**src/rtl/uart_pkg.sv**
```systemverilog
// ---------------------------------------------------------------------------
// uart_pkg
//
// Shared definitions for the UART transmit and receive paths.
//
// Contents:
//   parity_mode_t   - decoded parity selection (none / odd / even / mark)
//   tx_state_t      - transmit framer states
//   DATA_BITS_MIN   - shortest supported data field (encoding 0)
//   DATA_BITS_MAX   - longest supported data field (encoding 3 and above)
//   last_bit_index  - maps the data_bits encoding to the index of the final
//                     data bit, clamping oversize encodings to 8 bits
//   calc_parity     - parity bit for the active data bits of a byte
// ---------------------------------------------------------------------------
package uart_pkg;

  localparam int DATA_BITS_MIN = 5;
  localparam int DATA_BITS_MAX = 8;

  typedef enum logic [1:0] {
    PARITY_NONE = 2'b00,
    PARITY_ODD  = 2'b01,
    PARITY_EVEN = 2'b10,
    PARITY_MARK = 2'b11
  } parity_mode_t;

  typedef enum logic [2:0] {
    IDLE   = 3'd0,
    START  = 3'd1,
    DATA   = 3'd2,
    PARITY = 3'd3,
    STOP1  = 3'd4,
    STOP2  = 3'd5
  } tx_state_t;

  // Index of the last data bit sent (N-1). Encodings 0..3 give 5..8 bits;
  // anything larger is treated as 8 bits rather than wrapping around.
  function automatic logic [2:0] last_bit_index(input logic [2:0] data_bits);
    logic [2:0] idx;
    if (data_bits > 3'd3) begin
      idx = 3'(DATA_BITS_MAX - 1);
    end else begin
      idx = 3'(DATA_BITS_MIN - 1) + data_bits;
    end
    return idx;
  endfunction

  // Parity covers only the bits that actually go on the line, so the unused
  // upper bits of a short word are masked off before reduction.
  function automatic logic calc_parity(input logic [7:0]   data,
                                       input logic [2:0]   last_idx,
                                       input parity_mode_t mode);
    logic [7:0] mask;
    logic       x;
    logic       result;
    mask = 8'hFF >> (3'd7 - last_idx);
    x    = ^(data & mask);
    case (mode)
      PARITY_ODD:  result = ~x;
      PARITY_EVEN: result = x;
      PARITY_MARK: result = 1'b1;
      default:     result = 1'b0;
    endcase
    return result;
  endfunction

endpackage

```
**src/rtl/uart_baud_gen.sv**
```systemverilog
// ---------------------------------------------------------------------------
// uart_baud_gen
//
// Reload down-counter that times one UART bit. The count runs from the
// divisor down to zero; tick is high while the count is zero, and the edge
// that sees tick reloads the divisor. Each bit therefore spans divisor+1
// clocks. A load pulse restarts the count immediately from the divisor.
//
// Ports:
//   clk      - system clock
//   reset    - asynchronous active-high reset
//   load     - restart the bit period from divisor
//   divisor  - bit period minus one, in clocks
//   tick     - high during the last clock of a bit period
// ---------------------------------------------------------------------------
module uart_baud_gen (
  input  logic        clk,
  input  logic        reset,
  input  logic        load,
  input  logic [15:0] divisor,
  output logic        tick
);

  logic [15:0] count_q;
  logic [15:0] count_d;

  // Reload on an explicit load or when the period expires, else count down.
  always_comb begin
    count_d = count_q;
    if (load || (count_q == 16'd0)) begin
      count_d = divisor;
    end else begin
      count_d = count_q - 16'd1;
    end
  end

  always_ff @(posedge clk or posedge reset) begin
    if (reset) begin
      count_q <= 16'd0;
    end else begin
      count_q <= count_d;
    end
  end

  assign tick = (count_q == 16'd0);

endmodule

```
**src/rtl/uart_tx_framer.sv**
```systemverilog
// ---------------------------------------------------------------------------
// uart_tx_framer
//
// Serial transmit stage. Accepts bytes over a valid/ready handshake and
// sends each as one asynchronous frame: start bit, 5-8 data bits LSB first,
// optional parity bit, then one or two stop bits. The whole configuration
// is captured when a byte is accepted, so register writes during a frame
// only affect the following frame.
//
// Parameters:
//   CLOCK_FREQ     - system clock in Hz (informational; timing comes from
//                    baud_divisor)
//
// Ports:
//   clk            - system clock
//   reset          - asynchronous active-high reset
//   baud_divisor   - each bit lasts baud_divisor+1 clocks
//   data_bits      - 0..3 selects 5..8 data bits, larger values mean 8
//   parity_mode    - 00 none, 01 odd, 10 even, 11 mark
//   two_stop_bits  - 1 sends two stop bits
//   tx_enable      - allows new bytes to be accepted
//   config_valid   - allows new bytes to be accepted
//   s_data         - byte to transmit
//   s_valid        - s_data is valid
//   s_ready        - framer can accept a byte this cycle
//   tx             - registered serial line, idles high
//   busy           - a frame is in progress
//   frame_done     - one-cycle pulse after the final stop bit
// ---------------------------------------------------------------------------
module uart_tx_framer
  import uart_pkg::*;
#(
  parameter int CLOCK_FREQ = 100_000_000
) (
  input  logic        clk,
  input  logic        reset,
  input  logic [15:0] baud_divisor,
  input  logic [2:0]  data_bits,
  input  logic [1:0]  parity_mode,
  input  logic        two_stop_bits,
  input  logic        tx_enable,
  input  logic        config_valid,
  input  logic [7:0]  s_data,
  input  logic        s_valid,
  output logic        s_ready,
  output logic        tx,
  output logic        busy,
  output logic        frame_done
);

  tx_state_t    state_q,       state_d;
  logic [7:0]   shift_q,       shift_d;
  logic [2:0]   bit_idx_q,     bit_idx_d;
  logic [2:0]   last_idx_q,    last_idx_d;
  parity_mode_t parity_mode_q, parity_mode_d;
  logic         parity_bit_q,  parity_bit_d;
  logic         two_stop_q,    two_stop_d;
  logic [15:0]  divisor_q,     divisor_d;
  logic         tx_q,          tx_d;
  logic         busy_q,        busy_d;
  logic         frame_done_q,  frame_done_d;

  logic         accept;
  logic         baud_load;
  logic         baud_tick;
  logic [15:0]  baud_div_sel;
  logic [2:0]   new_last_idx;

  // Ready is held low during reset so nothing is accepted on release.
  assign s_ready = (state_q == IDLE) && tx_enable && config_valid && !reset;
  assign accept  = s_valid && s_ready;

  assign new_last_idx = last_bit_index(data_bits);

  // The accepting edge must load the incoming divisor, since the captured
  // copy is not yet valid; afterwards the captured copy drives reloads.
  assign baud_div_sel = accept ? baud_divisor : divisor_q;

  uart_baud_gen u_baud_gen (
    .clk     (clk),
    .reset   (reset),
    .load    (baud_load),
    .divisor (baud_div_sel),
    .tick    (baud_tick)
  );

  // Next-state logic. Outside IDLE every transition waits for the baud tick
  // that ends the current bit. The line value is computed from the state
  // being entered so that tx is a clean flop output aligned with the state.
  always_comb begin
    state_d       = state_q;
    shift_d       = shift_q;
    bit_idx_d     = bit_idx_q;
    last_idx_d    = last_idx_q;
    parity_mode_d = parity_mode_q;
    parity_bit_d  = parity_bit_q;
    two_stop_d    = two_stop_q;
    divisor_d     = divisor_q;
    frame_done_d  = 1'b0;
    baud_load     = 1'b0;

    case (state_q)
      IDLE: begin
        if (accept) begin
          state_d       = START;
          shift_d       = s_data;
          bit_idx_d     = 3'd0;
          last_idx_d    = new_last_idx;
          parity_mode_d = parity_mode_t'(parity_mode);
          parity_bit_d  = calc_parity(s_data, new_last_idx,
                                      parity_mode_t'(parity_mode));
          two_stop_d    = two_stop_bits;
          divisor_d     = baud_divisor;
          baud_load     = 1'b1;
        end
      end
      START: begin
        if (baud_tick) begin
          state_d   = DATA;
          bit_idx_d = 3'd0;
        end
      end
      DATA: begin
        if (baud_tick) begin
          if (bit_idx_q == last_idx_q) begin
            state_d = (parity_mode_q != PARITY_NONE) ? PARITY : STOP1;
          end else begin
            bit_idx_d = bit_idx_q + 3'd1;
            shift_d   = {1'b0, shift_q[7:1]};
          end
        end
      end
      PARITY: begin
        if (baud_tick) begin
          state_d = STOP1;
        end
      end
      STOP1: begin
        if (baud_tick) begin
          if (two_stop_q) begin
            state_d = STOP2;
          end else begin
            state_d      = IDLE;
            frame_done_d = 1'b1;
          end
        end
      end
      STOP2: begin
        if (baud_tick) begin
          state_d      = IDLE;
          frame_done_d = 1'b1;
        end
      end
      default: begin
        state_d = IDLE;
      end
    endcase

    case (state_d)
      START:   tx_d = 1'b0;
      DATA:    tx_d = shift_d[0];
      PARITY:  tx_d = parity_bit_d;
      default: tx_d = 1'b1;
    endcase

    busy_d = (state_d != IDLE);
  end

  // State and frame registers. Reset forces the line high at once and
  // discards any frame in flight without reporting completion.
  always_ff @(posedge clk or posedge reset) begin
    if (reset) begin
      state_q       <= IDLE;
      shift_q       <= 8'd0;
      bit_idx_q     <= 3'd0;
      last_idx_q    <= 3'd7;
      parity_mode_q <= PARITY_NONE;
      parity_bit_q  <= 1'b0;
      two_stop_q    <= 1'b0;
      divisor_q     <= 16'd0;
      tx_q          <= 1'b1;
      busy_q        <= 1'b0;
      frame_done_q  <= 1'b0;
    end else begin
      state_q       <= state_d;
      shift_q       <= shift_d;
      bit_idx_q     <= bit_idx_d;
      last_idx_q    <= last_idx_d;
      parity_mode_q <= parity_mode_d;
      parity_bit_q  <= parity_bit_d;
      two_stop_q    <= two_stop_d;
      divisor_q     <= divisor_d;
      tx_q          <= tx_d;
      busy_q        <= busy_d;
      frame_done_q  <= frame_done_d;
    end
  end

  assign tx         = tx_q;
  assign busy       = busy_q;
  assign frame_done = frame_done_q;

endmodule

```
**config.mk**
```make
export PLATFORM = sky130hd
export DESIGN_NAME = uart_tx_framer
export DESIGN_NICKNAME = d
export VERILOG_FILES = /design/src/rtl/uart_pkg.sv /design/src/rtl/uart_baud_gen.sv /design/src/rtl/uart_tx_framer.sv
export SDC_FILE = /design/constraint.sdc
export NUM_CORES = 1
export LEC_CHECK = 0
export ABC_AREA = 1
export CAP_MARGIN = 20
export CORE_ASPECT_RATIO = 2
export CORE_MARGIN = 1.5
export CORE_UTILIZATION = 41
export CTS_BUF_LIST = sky130_fd_sc_hd__clkbuf_8
export CTS_CLUSTER_DIAMETER = 60
export DETAILED_ROUTE_END_ITERATION = 7
export GPL_TIMING_DRIVEN = 0
export PLACE_DENSITY = 0.62
export SYNTH_ARGS = -nofsm -noshare
export SYNTH_HDL_FRONTEND = slang
export SYNTH_SLANG_ARGS = --single-unit
```
**constraint.sdc**
```tcl
create_clock -name clk -period 4.27 [get_ports clk]
set_clock_uncertainty 0.2 [all_clocks]
set_input_delay 0.6405 -clock clk [delete_from_list [all_inputs] [get_ports clk]]
set_output_delay 0.6405 -clock clk [all_outputs]
set_load 0.01 [all_outputs]
```
==> metrics.md <==
| Metric | Value |
|---|---|
| Clock buffer depth | 2 |
| Mean routed wirelength per cell | 13.67 um |
| Synth area leaders | dfrtp_1 42%, nand2_1 17%, inv_1 4.8% |
| Num CTS Buffers | 5 |
| Yosys warnings | 0 |
| Startpoint types | input pin |
| Slowest stage delay, CP | 0.56 ns |
| I/O pin count | 39 |
| Inserted Diodes | 0 |
| Routed Antenna Nets | 0 |
| CP cell instances | clkdlybuf4s50_1 -> nand2_1 -> nor3_4 -> clkdlybuf4s50_1 |
| Crit-path most repeated cell | clkdlybuf4s50_1 |
| Final Cycle Share | 65.33% |
| Mux share of post-synthesis cell area | 0% |
| Final wirelength | 7.422 mm |
| HP Class | reg -> reg |
| Synth async-reset ratio | 100.0% |
| Clock root buffer | clkbuf_8 |
| Xor/xnor cell area share of the yosys netlist | 2.857% |
| LEAKAGE | 1.810 nW |
| Global-route wire length before repair | 12.43 mm |
| Register area share after synthesis | 45.88% |
| Adder-Cell Fraction of Synth Area | 1.224% |
| Critical path type | in -> out |
| Die ar. | 8035 um^2 |
| RSZ-0062 raised after global routing | no |
| Clock slew at the register clock pins of the worst setup and hold paths | 0.09 ns |
| Final min period | 2.790 ns |
| Vias per cell | 4.978 |
| Synth area leader | dfrtp_1 |
| Post-detail-place hpwl | 5.781 mm |
| Delay-heaviest family, CP | buffers and inverters |
| Fin nets | 488 |
| Final hold vios | 0 |
| Worst R2R Setup Slack | 2.19 ns |
| RD Place Congestion | 0.8908 |
| H-tree depth | 2 |
| Pwr/cell area | 558.1 nW/um^2 |
| Total negative setup slack | 0 ns |
| Row cnt | 44 |
| Worst vdd rail ir drop | 0.2587 mV |
| Crit path buf inv count | 2 |
| Via count | 2,703 |
| Fmax achieved | 358.5 MHz |
| GRT Resource Usage Total | 19.97% |
| DRC | 0 |
| Post-Syn Nets | 442 |
| Avg Cell Area, Syn | 7.588 um^2 |
| Yosys reg bits | 56 |
| Number of global-route vias before repair | 2,677 |
| Number of post-CTS setup repair buffers | 0 |
| Largest family of logic cells by synthesized area | simple AND/OR/NAND/NOR gates |
| Synth Cell Area | 3065 um^2 |
| Share of cells above drive strength 1 | 11.31% |
| Synth top area share | 42.45% |
| CP max stage cell | clkdlybuf4s50_1 |
| Gr ovfl total | 0 |
| Final core utilization | 51.02% |
| Die width | 64.14 um |
| CP max FO | 2 |
| Initial antenna violation count | 0 |
| Slew of the pin with the lowest slew margin | 0.5874 ns |
| IO Port Bufs | 38 |
| Slew Limit Fails | 0 |
| # setup viols final | 0 |
| CP Capture Type | primary output |
| Cells after Synth | 404 |
| Gates resized, CTS repair | 0 |
| Area Growth Syn to Fin | 20.94% |
| TritonRoute pass-1 iters | 4 |
| Die Height | 125.3 um |
| Top-count cell post-synth | nand2_1 |
| Worst Path Required | 3.43 ns |
| Synth unique cells | 33 |
| Synth cell count leaders | 142 x nand2_1, 52 x dfrtp_1, 39 x inv_1 |
| Compound-cell area share of the yosys netlist | 10.08% |
| Skew-Pair Late Insertion Delay | 0.32 ns |
| DRT iter0 DRCs | 204 |
| Tot Pwr | 2.069 mW |
| CTS tree | yes |
| Max-capacitance violation count | 0 |
| Post-synth EDFFs | 0 |
| Largest net degree at the start of global routing | 31 |
| Hold_ws | 0.2759 ns |
| Clk sinks | 56 |
| Core area | 7267 um^2 |
| Relative slew slack | 60.78% |
| WP data arrival | 1.95 ns |
| Simple-gate area share of the yosys netlist | 32.45% |
| Post-synth top flop | dfrtp_1 |
| Post-CTS Hold Buffers | 0 |
| Starting Density | 42.18% |
| Status | completed |
worst paths after layout:
path / start / cells after the start / end
worst max-delay path: config_valid / 4 / s_ready
worst min-delay path: u_baud_gen.count_q[0]$_DFF_PP0_ / 1 / u_baud_gen.count_q[0]$_DFF_PP0_
worst max register to register: u_baud_gen.count_q[0]$_DFF_PP0_ / 13 / busy$_DFF_PP0_
worst min register to register: u_baud_gen.count_q[0]$_DFF_PP0_ / 1 / u_baud_gen.count_q[0]$_DFF_PP0_
max in group asynchronous: reset / 3 / divisor_q[14]$_DFFE_PP0P_
min in group asynchronous: reset / 2 / u_baud_gen.count_q[15]$_DFF_PP0_
state kept, by name (all words and copies together) (netlist names):
signal and count:
divisor_q 16, u_baud_gen.count_q 16, shift_q 8, bit_idx_q 3, last_idx_q 3, state_q 3, parity_mode_q 2, busy 1
frame_done 1, parity_bit_q 1, two_stop_q 1, tx 1
through the flow:
step / instances / setup slack (ns) / cell area (um^2)
global route: 543 / 1.421 / 3707
finish: 543 / 1.480 / 3707
floorplan: 404 / 2.065 / 3065
detailed placement: 535 / 1.469 / 3581
CTS: 543 / 1.469 / 3707
global placement: 534 / 0.8760 / 3561
routing by layer:
layer	track usage (%)	routed length [um]	vias to the layer above	share of wire (%)
met5	0	0	-	0
met4	7.885	165	0	2.2
met3	3.237	154	12	2.1
met2	38.24	4281	35	58
met1	20.86	2821	1269	38
li1	-	-	1387	-
where the power goes:
group,switching (mW),internal (mW)
logic,0.493,0.319
registers,0.138,0.741
clock network,0.171,0.207
total,0.802,1.27
layout make-up:
| class | count | area (um^2) |
|---|---|---|
| plain buffers | 10 | 67.56 |
| well taps | 92 | 115.1 |
| clock inverters | 1 | 30.03 |
| inverters | 43 | 162.7 |
| multi-input cells | 295 | 1429 |
| fillers | 743 | 3560 |
| clock buffers | 7 | 96.34 |
| flip-flops and latches | 56 | 1406 |
| repair buffers | 39 | 400.4 |
cells by family after synthesis:
family                     count (synthesis)
AOI/OAI and AO/OA                         51
buffers and inverters                     53
and+or+nand+nor                          231
DFF                                       56
xor gates and xnor gates                  10
adders and majority gates                  3
placed cells by master (no fill, tap or decap), types with 2 or more instances in the layout:
cell             Yosys  final
dfstp_2              4      4
buf_4                2      2
nor3_1               5      5
clkdlybuf4s50_1      0     38
a31oi_1              8      8
o21ai_1              7      7
xnor2_1              5      5
buf_2                6      6
dfrtp_1             52     52
or2_2                2      2
inv_2                3      4
nand2_1            142    142
buf_6                2      2
ha_1                 3      3
o21ai_0             16     16
xor2_1               5      5
nor2_4               2      2
nor2_2               5      5
nand3_1             27     27
o211ai_1             6      6
nor2_1              30     30
nand4_1              4      4
o2111a_1             2      2
nand2_2             12     12
inv_1               39     38
a21oi_1              7      7
clkbuf_8             0      7
Power figures use the tool's default switching activity.
